## config.mk

```make
export PLATFORM = sky130hd
export DESIGN_NAME = move_validator
export DESIGN_NICKNAME = d
export VERILOG_FILES = /design/src/rtl/move_validator.sv
export SDC_FILE = /design/constraint.sdc
export NUM_CORES = 1
export LEC_CHECK = 0
export BUFFER_PORTS_ARGS = -buffer_cell sky130_fd_sc_hd__buf_4
export CORE_UTILIZATION = 55
export CTS_BUF_LIST = sky130_fd_sc_hd__clkbuf_4 sky130_fd_sc_hd__clkbuf_8
export DETAILED_ROUTE_END_ITERATION = 8
export GPL_TIMING_DRIVEN = 0
export HOLD_SLACK_MARGIN = 0.05
export PLACE_DENSITY_LB_ADDON = 0.12
export SETUP_SLACK_MARGIN = 0.15
export SYNTH_ARGS = -nofsm -noshare
export SYNTH_HDL_FRONTEND = slang
export SYNTH_SLANG_ARGS = --single-unit
```

## constraint.sdc

```tcl
create_clock -name clk -period 5.5 [get_ports clk]
set_input_delay 0.825 -clock clk [delete_from_list [all_inputs] [get_ports clk]]
set_output_delay 0.825 -clock clk [all_outputs]
set_load 0.01 [all_outputs]
```

## src/rtl/move_validator.sv

```systemverilog
// ---------------------------------------------------------------------------
// MoveValidator (module move_validator)
//
// Decides whether a single chess move is legal by reading the board through
// an external memory port. The board is addressed one square at a time via
// validate_x/validate_y; the piece code comes back on validate_square after
// READ_LATENCY cycles.
//
// Piece codes: 0 empty, 1-6 black P/N/B/R/Q/K, 7-12 white P/N/B/R/Q/K.
//
// Ports:
//   clk              system clock, rising edge only
//   reset            synchronous, active-low
//   start            one-cycle request; ignored while a validation runs
//   piece_x/piece_y  source square (0..7 legal, anything else is rejected)
//   move_x/move_y    destination square (0..7 legal)
//   validate_square  piece code read back from board memory
//   validate_x/_y    square currently addressed in board memory
//   busy             high while a validation is in progress
//   done             one-cycle pulse when legal carries the verdict
//   legal            verdict, held until the next accepted start
//
// Flow: IDLE -> RD_SRC -> RD_DST -> GEOM -> SCAN -> FINISH -> IDLE, with
// early exits to FINISH for bad coordinates, an empty source, a friendly
// piece on the destination, bad geometry, or a blocked path.
// Check/checkmate, castling, en passant and promotion are not handled.
// ---------------------------------------------------------------------------
module move_validator #(
  parameter int READ_LATENCY = 1
) (
  input  logic       clk,
  input  logic       reset,
  input  logic       start,
  input  logic [3:0] piece_x,
  input  logic [3:0] piece_y,
  input  logic [3:0] move_x,
  input  logic [3:0] move_y,
  input  logic [3:0] validate_square,
  output logic [3:0] validate_x,
  output logic [3:0] validate_y,
  output logic       busy,
  output logic       done,
  output logic       legal
);

  typedef enum logic [2:0] {
    IDLE,
    RD_SRC,
    RD_DST,
    GEOM,
    SCAN,
    FINISH
  } state_t;

  // Wait counter value on which the addressed square's data is valid.
  localparam logic [1:0] LAST_WAIT = 2'(READ_LATENCY - 1);

  state_t     state, state_n;

  logic [3:0] src_x, src_y, dst_x, dst_y;
  logic [3:0] src_x_n, src_y_n, dst_x_n, dst_y_n;
  logic [3:0] src_code, dst_code, src_code_n, dst_code_n;
  logic [3:0] addr_x_n, addr_y_n;
  logic [1:0] wait_cnt, wait_cnt_n;
  logic [3:0] step_x, step_y, step_x_n, step_y_n;
  logic       scan_rd, scan_rd_n;
  logic       scan_skip, scan_skip_n;
  logic       legal_n;

  // Geometry and colour helpers, all derived from latched registers.
  logic [4:0] dx, dy, adx, ady;
  logic       src_white, vs_white, same_colour;
  logic [3:0] src_type;
  logic       fwd_one, fwd_two, on_start_rank;
  logic       geom_ok, need_scan;
  logic [3:0] calc_step_x, calc_step_y;

  // Scan cursor: the first step starts from the source square, later steps
  // from whatever square is currently addressed.
  logic [3:0] next_x, next_y;
  logic       next_is_dst;

  logic       read_last;
  logic       coords_bad;

  // Geometry evaluation. dx/dy are 5-bit two's complement, so -1 is 5'h1F
  // and -2 is 5'h1E. Pawn direction depends on colour: black moves +y,
  // white moves -y. Sliding pieces (and the pawn double step) need the
  // intermediate squares scanned; knights, kings and single pawn steps
  // never do.
  always_comb begin
    dx            = {1'b0, dst_x} - {1'b0, src_x};
    dy            = {1'b0, dst_y} - {1'b0, src_y};
    adx           = dx[4] ? (5'd0 - dx) : dx;
    ady           = dy[4] ? (5'd0 - dy) : dy;
    src_white     = (src_code >= 4'd7);
    src_type      = src_white ? (src_code - 4'd6) : src_code;
    fwd_one       = src_white ? (dy == 5'h1F) : (dy == 5'd1);
    fwd_two       = src_white ? (dy == 5'h1E) : (dy == 5'd2);
    on_start_rank = src_white ? (src_y == 4'd6) : (src_y == 4'd1);
    calc_step_x   = (dx == 5'd0) ? 4'd0 : (dx[4] ? 4'hF : 4'd1);
    calc_step_y   = (dy == 5'd0) ? 4'd0 : (dy[4] ? 4'hF : 4'd1);

    geom_ok   = 1'b0;
    need_scan = 1'b0;
    case (src_type)
      4'd1: begin
        if (dx == 5'd0 && fwd_one && dst_code == 4'd0) begin
          geom_ok = 1'b1;
        end else if (dx == 5'd0 && fwd_two && on_start_rank && dst_code == 4'd0) begin
          geom_ok   = 1'b1;
          need_scan = 1'b1;
        end else if (adx == 5'd1 && fwd_one && dst_code != 4'd0) begin
          // Friendly pieces were already rejected, so this is a capture.
          geom_ok = 1'b1;
        end
      end
      4'd2: begin
        geom_ok = (adx == 5'd1 && ady == 5'd2) || (adx == 5'd2 && ady == 5'd1);
      end
      4'd3: begin
        geom_ok   = (adx == ady);
        need_scan = 1'b1;
      end
      4'd4: begin
        geom_ok   = (dx == 5'd0) || (dy == 5'd0);
        need_scan = 1'b1;
      end
      4'd5: begin
        geom_ok   = (dx == 5'd0) || (dy == 5'd0) || (adx == ady);
        need_scan = 1'b1;
      end
      4'd6: begin
        // Source and destination differ, so at least one of adx/ady is 1.
        geom_ok = (adx <= 5'd1) && (ady <= 5'd1);
      end
      default: begin
        geom_ok = 1'b0;
      end
    endcase
  end

  // Helpers shared by the read and scan states.
  always_comb begin
    vs_white    = (validate_square >= 4'd7);
    same_colour = (vs_white == src_white);
    read_last   = (wait_cnt == LAST_WAIT);
    coords_bad  = piece_x[3] | piece_y[3] | move_x[3] | move_y[3];
    next_x      = (scan_rd ? validate_x : src_x) + step_x;
    next_y      = (scan_rd ? validate_y : src_y) + step_y;
    next_is_dst = (next_x == dst_x) && (next_y == dst_y);
  end

  // Next-state and datapath logic. Every register holds by default; legal
  // is cleared on acceptance and only ever set on the transition into
  // FINISH, so it reads 0 throughout a validation.
  always_comb begin
    state_n     = state;
    src_x_n     = src_x;
    src_y_n     = src_y;
    dst_x_n     = dst_x;
    dst_y_n     = dst_y;
    src_code_n  = src_code;
    dst_code_n  = dst_code;
    addr_x_n    = validate_x;
    addr_y_n    = validate_y;
    wait_cnt_n  = wait_cnt;
    step_x_n    = step_x;
    step_y_n    = step_y;
    scan_rd_n   = scan_rd;
    scan_skip_n = scan_skip;
    legal_n     = legal;
    busy        = 1'b0;
    done        = 1'b0;

    case (state)
      IDLE: begin
        if (start) begin
          src_x_n    = piece_x;
          src_y_n    = piece_y;
          dst_x_n    = move_x;
          dst_y_n    = move_y;
          legal_n    = 1'b0;
          wait_cnt_n = 2'd0;
          if (coords_bad || (piece_x == move_x && piece_y == move_y)) begin
            // Rejected without touching the memory address.
            state_n = FINISH;
          end else begin
            addr_x_n = piece_x;
            addr_y_n = piece_y;
            state_n  = RD_SRC;
          end
        end
      end

      RD_SRC: begin
        busy = 1'b1;
        if (read_last) begin
          src_code_n = validate_square;
          if (validate_square == 4'd0 || validate_square > 4'd12) begin
            state_n = FINISH;
          end else begin
            addr_x_n   = dst_x;
            addr_y_n   = dst_y;
            wait_cnt_n = 2'd0;
            state_n    = RD_DST;
          end
        end else begin
          wait_cnt_n = wait_cnt + 2'd1;
        end
      end

      RD_DST: begin
        busy = 1'b1;
        if (read_last) begin
          dst_code_n = validate_square;
          if (validate_square > 4'd12 ||
              (validate_square != 4'd0 && same_colour)) begin
            state_n = FINISH;
          end else begin
            state_n = GEOM;
          end
        end else begin
          wait_cnt_n = wait_cnt + 2'd1;
        end
      end

      GEOM: begin
        busy        = 1'b1;
        step_x_n    = calc_step_x;
        step_y_n    = calc_step_y;
        scan_rd_n   = 1'b0;
        scan_skip_n = ~need_scan;
        state_n     = geom_ok ? SCAN : FINISH;
      end

      // SCAN spends one cycle taking the first step, then READ_LATENCY
      // cycles per intermediate square. Reaching the destination means the
      // path is clear; it is never read here.
      SCAN: begin
        busy = 1'b1;
        if (!scan_rd) begin
          if (scan_skip || next_is_dst) begin
            legal_n = 1'b1;
            state_n = FINISH;
          end else begin
            addr_x_n   = next_x;
            addr_y_n   = next_y;
            scan_rd_n  = 1'b1;
            wait_cnt_n = 2'd0;
          end
        end else if (read_last) begin
          if (validate_square != 4'd0) begin
            state_n = FINISH;
          end else if (next_is_dst) begin
            legal_n = 1'b1;
            state_n = FINISH;
          end else begin
            addr_x_n   = next_x;
            addr_y_n   = next_y;
            wait_cnt_n = 2'd0;
          end
        end else begin
          wait_cnt_n = wait_cnt + 2'd1;
        end
      end

      FINISH: begin
        done    = 1'b1;
        state_n = IDLE;
      end

      default: begin
        state_n = IDLE;
      end
    endcase
  end

  // State and datapath registers. Reset abandons any validation in flight
  // and also masks a start arriving in the same cycle.
  always_ff @(posedge clk) begin
    if (!reset) begin
      state      <= IDLE;
      src_x      <= 4'd0;
      src_y      <= 4'd0;
      dst_x      <= 4'd0;
      dst_y      <= 4'd0;
      src_code   <= 4'd0;
      dst_code   <= 4'd0;
      validate_x <= 4'd0;
      validate_y <= 4'd0;
      wait_cnt   <= 2'd0;
      step_x     <= 4'd0;
      step_y     <= 4'd0;
      scan_rd    <= 1'b0;
      scan_skip  <= 1'b0;
      legal      <= 1'b0;
    end else begin
      state      <= state_n;
      src_x      <= src_x_n;
      src_y      <= src_y_n;
      dst_x      <= dst_x_n;
      dst_y      <= dst_y_n;
      src_code   <= src_code_n;
      dst_code   <= dst_code_n;
      validate_x <= addr_x_n;
      validate_y <= addr_y_n;
      wait_cnt   <= wait_cnt_n;
      step_x     <= step_x_n;
      step_y     <= step_y_n;
      scan_rd    <= scan_rd_n;
      scan_skip  <= scan_skip_n;
      legal      <= legal_n;
    end
  end

endmodule

```

==> results.py <==
metrics = {
    "route": {
        "drc_errors": 0,
        "drt_first_pass_iters": 4,
        "ant_nets": 0,
        "wl_per_cell_um": 17.0,
        "drt_iter0_markers": 188,
        "vias": 3583,
        "wl_um": 9840,
        "viasPerCell": 6.18,
    },
    "worst_hold_path": {
        "hp-class": "flip-flop to flip-flop",
    },
    "synthesis": {
        "ys_top_cells_by_area": "dfxtp_1, nand2_1, ha_1, xnor2_1, a21oi_1",
        "synth_xor_area_frac": 0.0860,
        "syn_area_per_cell_um2": 7.73,
        "synth-compound-area-share": 0.242,
        "syn_area_um2": 3580,
        "synthSimpleGateAreaFrac": 0.233,
        "synth_top_family_by_area": "compound AO/OA/AOI/OAI gates",
        "synth_flop_cell": "dfxtp_1",
        "synth_top_area_frac": 0.246,
        "synth.mux.area_fraction": 0.0542,
        "synthesis.instances": 463,
        "yosysTopAreaCell": "dfxtp_1",
        "synth.distinct_cells": 65,
        "ys_ff_latch": 44,
        "async_reset_ff_frac": 0,
        "seq_area_frac_synth": 0.246,
        "synth_edf_count": 0,
        "yosysWarningCount": 0,
        "synthAdderAreaFrac": 0.0922,
        "synth.net_count": 510,
    },
    "clock_network": {
        "numClockSinks": 44,
        "cts_resized": 0,
        "path_clk_slew_ps": 90,
        "post_cts_buffers": 0,
        "root_buffer": "clkbuf_8",
        "hold_buffers": 0,
        "htree_levels": 2,
        "worstSkewPairLatency_ps": 300,
        "cts_made_buffers": 5,
        "clk_path_buf_depth": 2,
        "cts_tree": "built",
    },
    "floorplan": {
        "core-area_um2": 6310,
        "start_util": 0.567,
        "die_y_um": 82.7,
        "boundaryPins": 34,
        "die_width_um": 82.7,
        "die_area_um2": 6840,
        "placementRows": 29,
    },
    "worst_setup_path": {
        "crit_top_cell": "clkbuf_1",
        "cp_max_fo": 10,
        "endpoint_kind": "flip-flop",
        "critPathKind": "flip-flop to flip-flop",
        "arrival_ps": 4590,
        "cp-start-kind": "flip-flop",
        "crit_family": "buffers and inverters",
        "cp.required_ps": 5670,
        "slowest_stage": "clkbuf_1",
        "cpPeakStageDelay_ps": 530,
        "regToRegSetupSlack_ps": 1080,
        "timing.critical_path.cells": "clkbuf_1 -> clkbuf_1 -> mux2_2 -> ha_1 -> fa_1 -> xnor2_1 -> nand4_1 -> nor3_1 -> nand4_1 -> o211ai_1 -> clkbuf_1 -> mux2i_1 -> nor2_1",
        "cp_num_buf_inv": 3,
    },
    "sta": {
        "drv_slew": 0,
        "finalCritPeriodShare": 0.803,
        "fin_setup_tns_ps": 0,
        "setup_viol": 0,
        "hold_viol": 0,
        "period_minus_slack_ps": 4420,
        "slew_headroom": 0.313,
        "rsz0062_at_grt": "no",
        "clock.fmax_mhz": 226,
        "tightestPinTransition_ps": 1020,
        "skew_ps": 9.87,
    },
    "power": {
        "p_leak_uw": 0.00158,
        "ir_worst_vdd_mv": 0.366,
        "p_per_area_nw_per_um2": 522,
    },
    "grt": {
        "grt_max_degree": 14,
        "grt-ovfl-total": 0,
        "grt_antenna_before_repair": 0,
        "grt_first_pass_wirelength_um": 15100,
        "grt_pass1_vias": 3149,
        "grt_use_total": 0.295,
    },
    "run_status": {
        "status": "finished, final reports clean",
    },
    "finish": {
        "nets": 550,
        "final_util": 0.635,
        "area_delta_synth_final_pct": 11.9,
        "drive_gt1_frac": 0.109,
        "n_antenna_cell": 0,
    },
    "placed_design": {
        "port_buffers": 33,
        "place.gp.congestion": 0.960,
        "dp_hpwl_um": 7710,
    },
    "job": {
        "cap_violations": 0,
    },
}
-- kinds of logic after synthesis --
group	Yosys count
adder cells (fa/ha/maj)	24
buffers and inverters	42
flip-flops	44
XOR/XNOR	32
AND/OR/NAND/NOR	172
multiplexers	19
AO/OA/AOI/OAI	130
-- layer usage --
layer,vias to the layer above,global-route usage,part of all wire
met4,0,0.103,0.024
met5,-,0,0
li1,1759,-,-
met1,1695,0.388,0.47
met3,17,0.0440,0.044
met2,112,0.487,0.47
-- placed cells by master, fill, tap and decap left out, types with 9 or more instances in the layout --
cell type  count
buf_4         33
xnor2_1       26
nand4_1        9
ha_1          20
dfxtp_1       44
a21o_1         9
nor2_1        37
o21ai_0       15
a21oi_1       45
nand3_1       11
mux2i_1       16
inv_1         20
nand2_1       67
clkbuf_1      20
-- flip-flops by register name, summed over array words and instances, names as in the netlist --
signal / flops
dst_code: 4
dst_x: 4
dst_y: 4
src_code: 4
src_x: 4
src_y: 4
validate_x: 4
validate_y: 4
state: 3
step_x: 2
step_y: 2
wait_cnt: 2
legal: 1
scan_rd: 1
scan_skip: 1
-- worst register-to-register path, delay by kind of cell (launching register included) --
| kind | cells | cell delay (ps) |
|---|---|---|
| compound gates | 1 | 220 |
| flops | 1 | 350 |
| xor+xnor | 1 | 120 |
| buf+inv | 3 | 1400 |
| simple gates | 4 | 790 |
| mux | 2 | 660 |
| fa+ha+maj | 2 | 730 |
-- report_power, final --
group | internal [uW] | total [uW] | switching [uW]
combinational | 592 | 1430 | 838
sequential | 393 | 466 | 72.9
clock | 86.1 | 197 | 111
total | 1070 | 2090 | 1020
-- final cells by class --
cell class / instances / area (um^2)
multi-input combinational: 377 / 2530
fill: 603 / 2310
sequential: 44 / 881
timing repair buffer: 33 / 248
tap: 77 / 96.3
buffer: 22 / 90.1
inverter: 20 / 75.1
clock buffer: 5 / 68.8
clock inverter: 2 / 12.5
-- cells in the mapped netlist (all sizes together) (3+ instances only) --
cell type  instances
nand2b             3
a211oi             7
a21o              11
inv               20
nor2b              5
or4                4
o211ai             8
ha                20
or3                3
nor3               8
nor3b              3
a22oi              7
o41ai              3
and3               3
nor2              37
and2               3
xnor2             26
a221o              3
mux2i             16
nor4               4
nand3             11
mux2               3
o21bai             4
dfxtp             44
o32a               4
nand2             67
o21ai             15
xor2               4
a21oi             45
a21boi             3
nand4              9
fa                 4
clkbuf            20
-- path summary, 6_finish.rpt --
path / start / to / cells after the start
max: scan_rd / validate_y[2] / 13
min reg2reg: src_x[1] / src_x[1] / 2
max reg2reg: scan_rd / validate_y[2] / 13
min: src_x[1] / src_x[1] / 2
-- metrics by stage --
stage / hold WS, ps / area, um^2 / worst slack [ps] / power [uW] / cells
5_1_grt: 484 / 4010 / 880 / 2260 / 580
4_1_cts: 468 / 4010 / 1160 / 2070 / 580
2_1_floorplan: 436 / 3580 / 1950 / 1520 / 463
3_5_place_dp: 456 / 3930 / 1170 / 1880 / 573
6_report: 464 / 4010 / 1080 / 2090 / 580
3_3_place_gp: 444 / 3930 / 1240 / 1840 / 573
No activity file was read; power rests on OpenSTA's default activity.
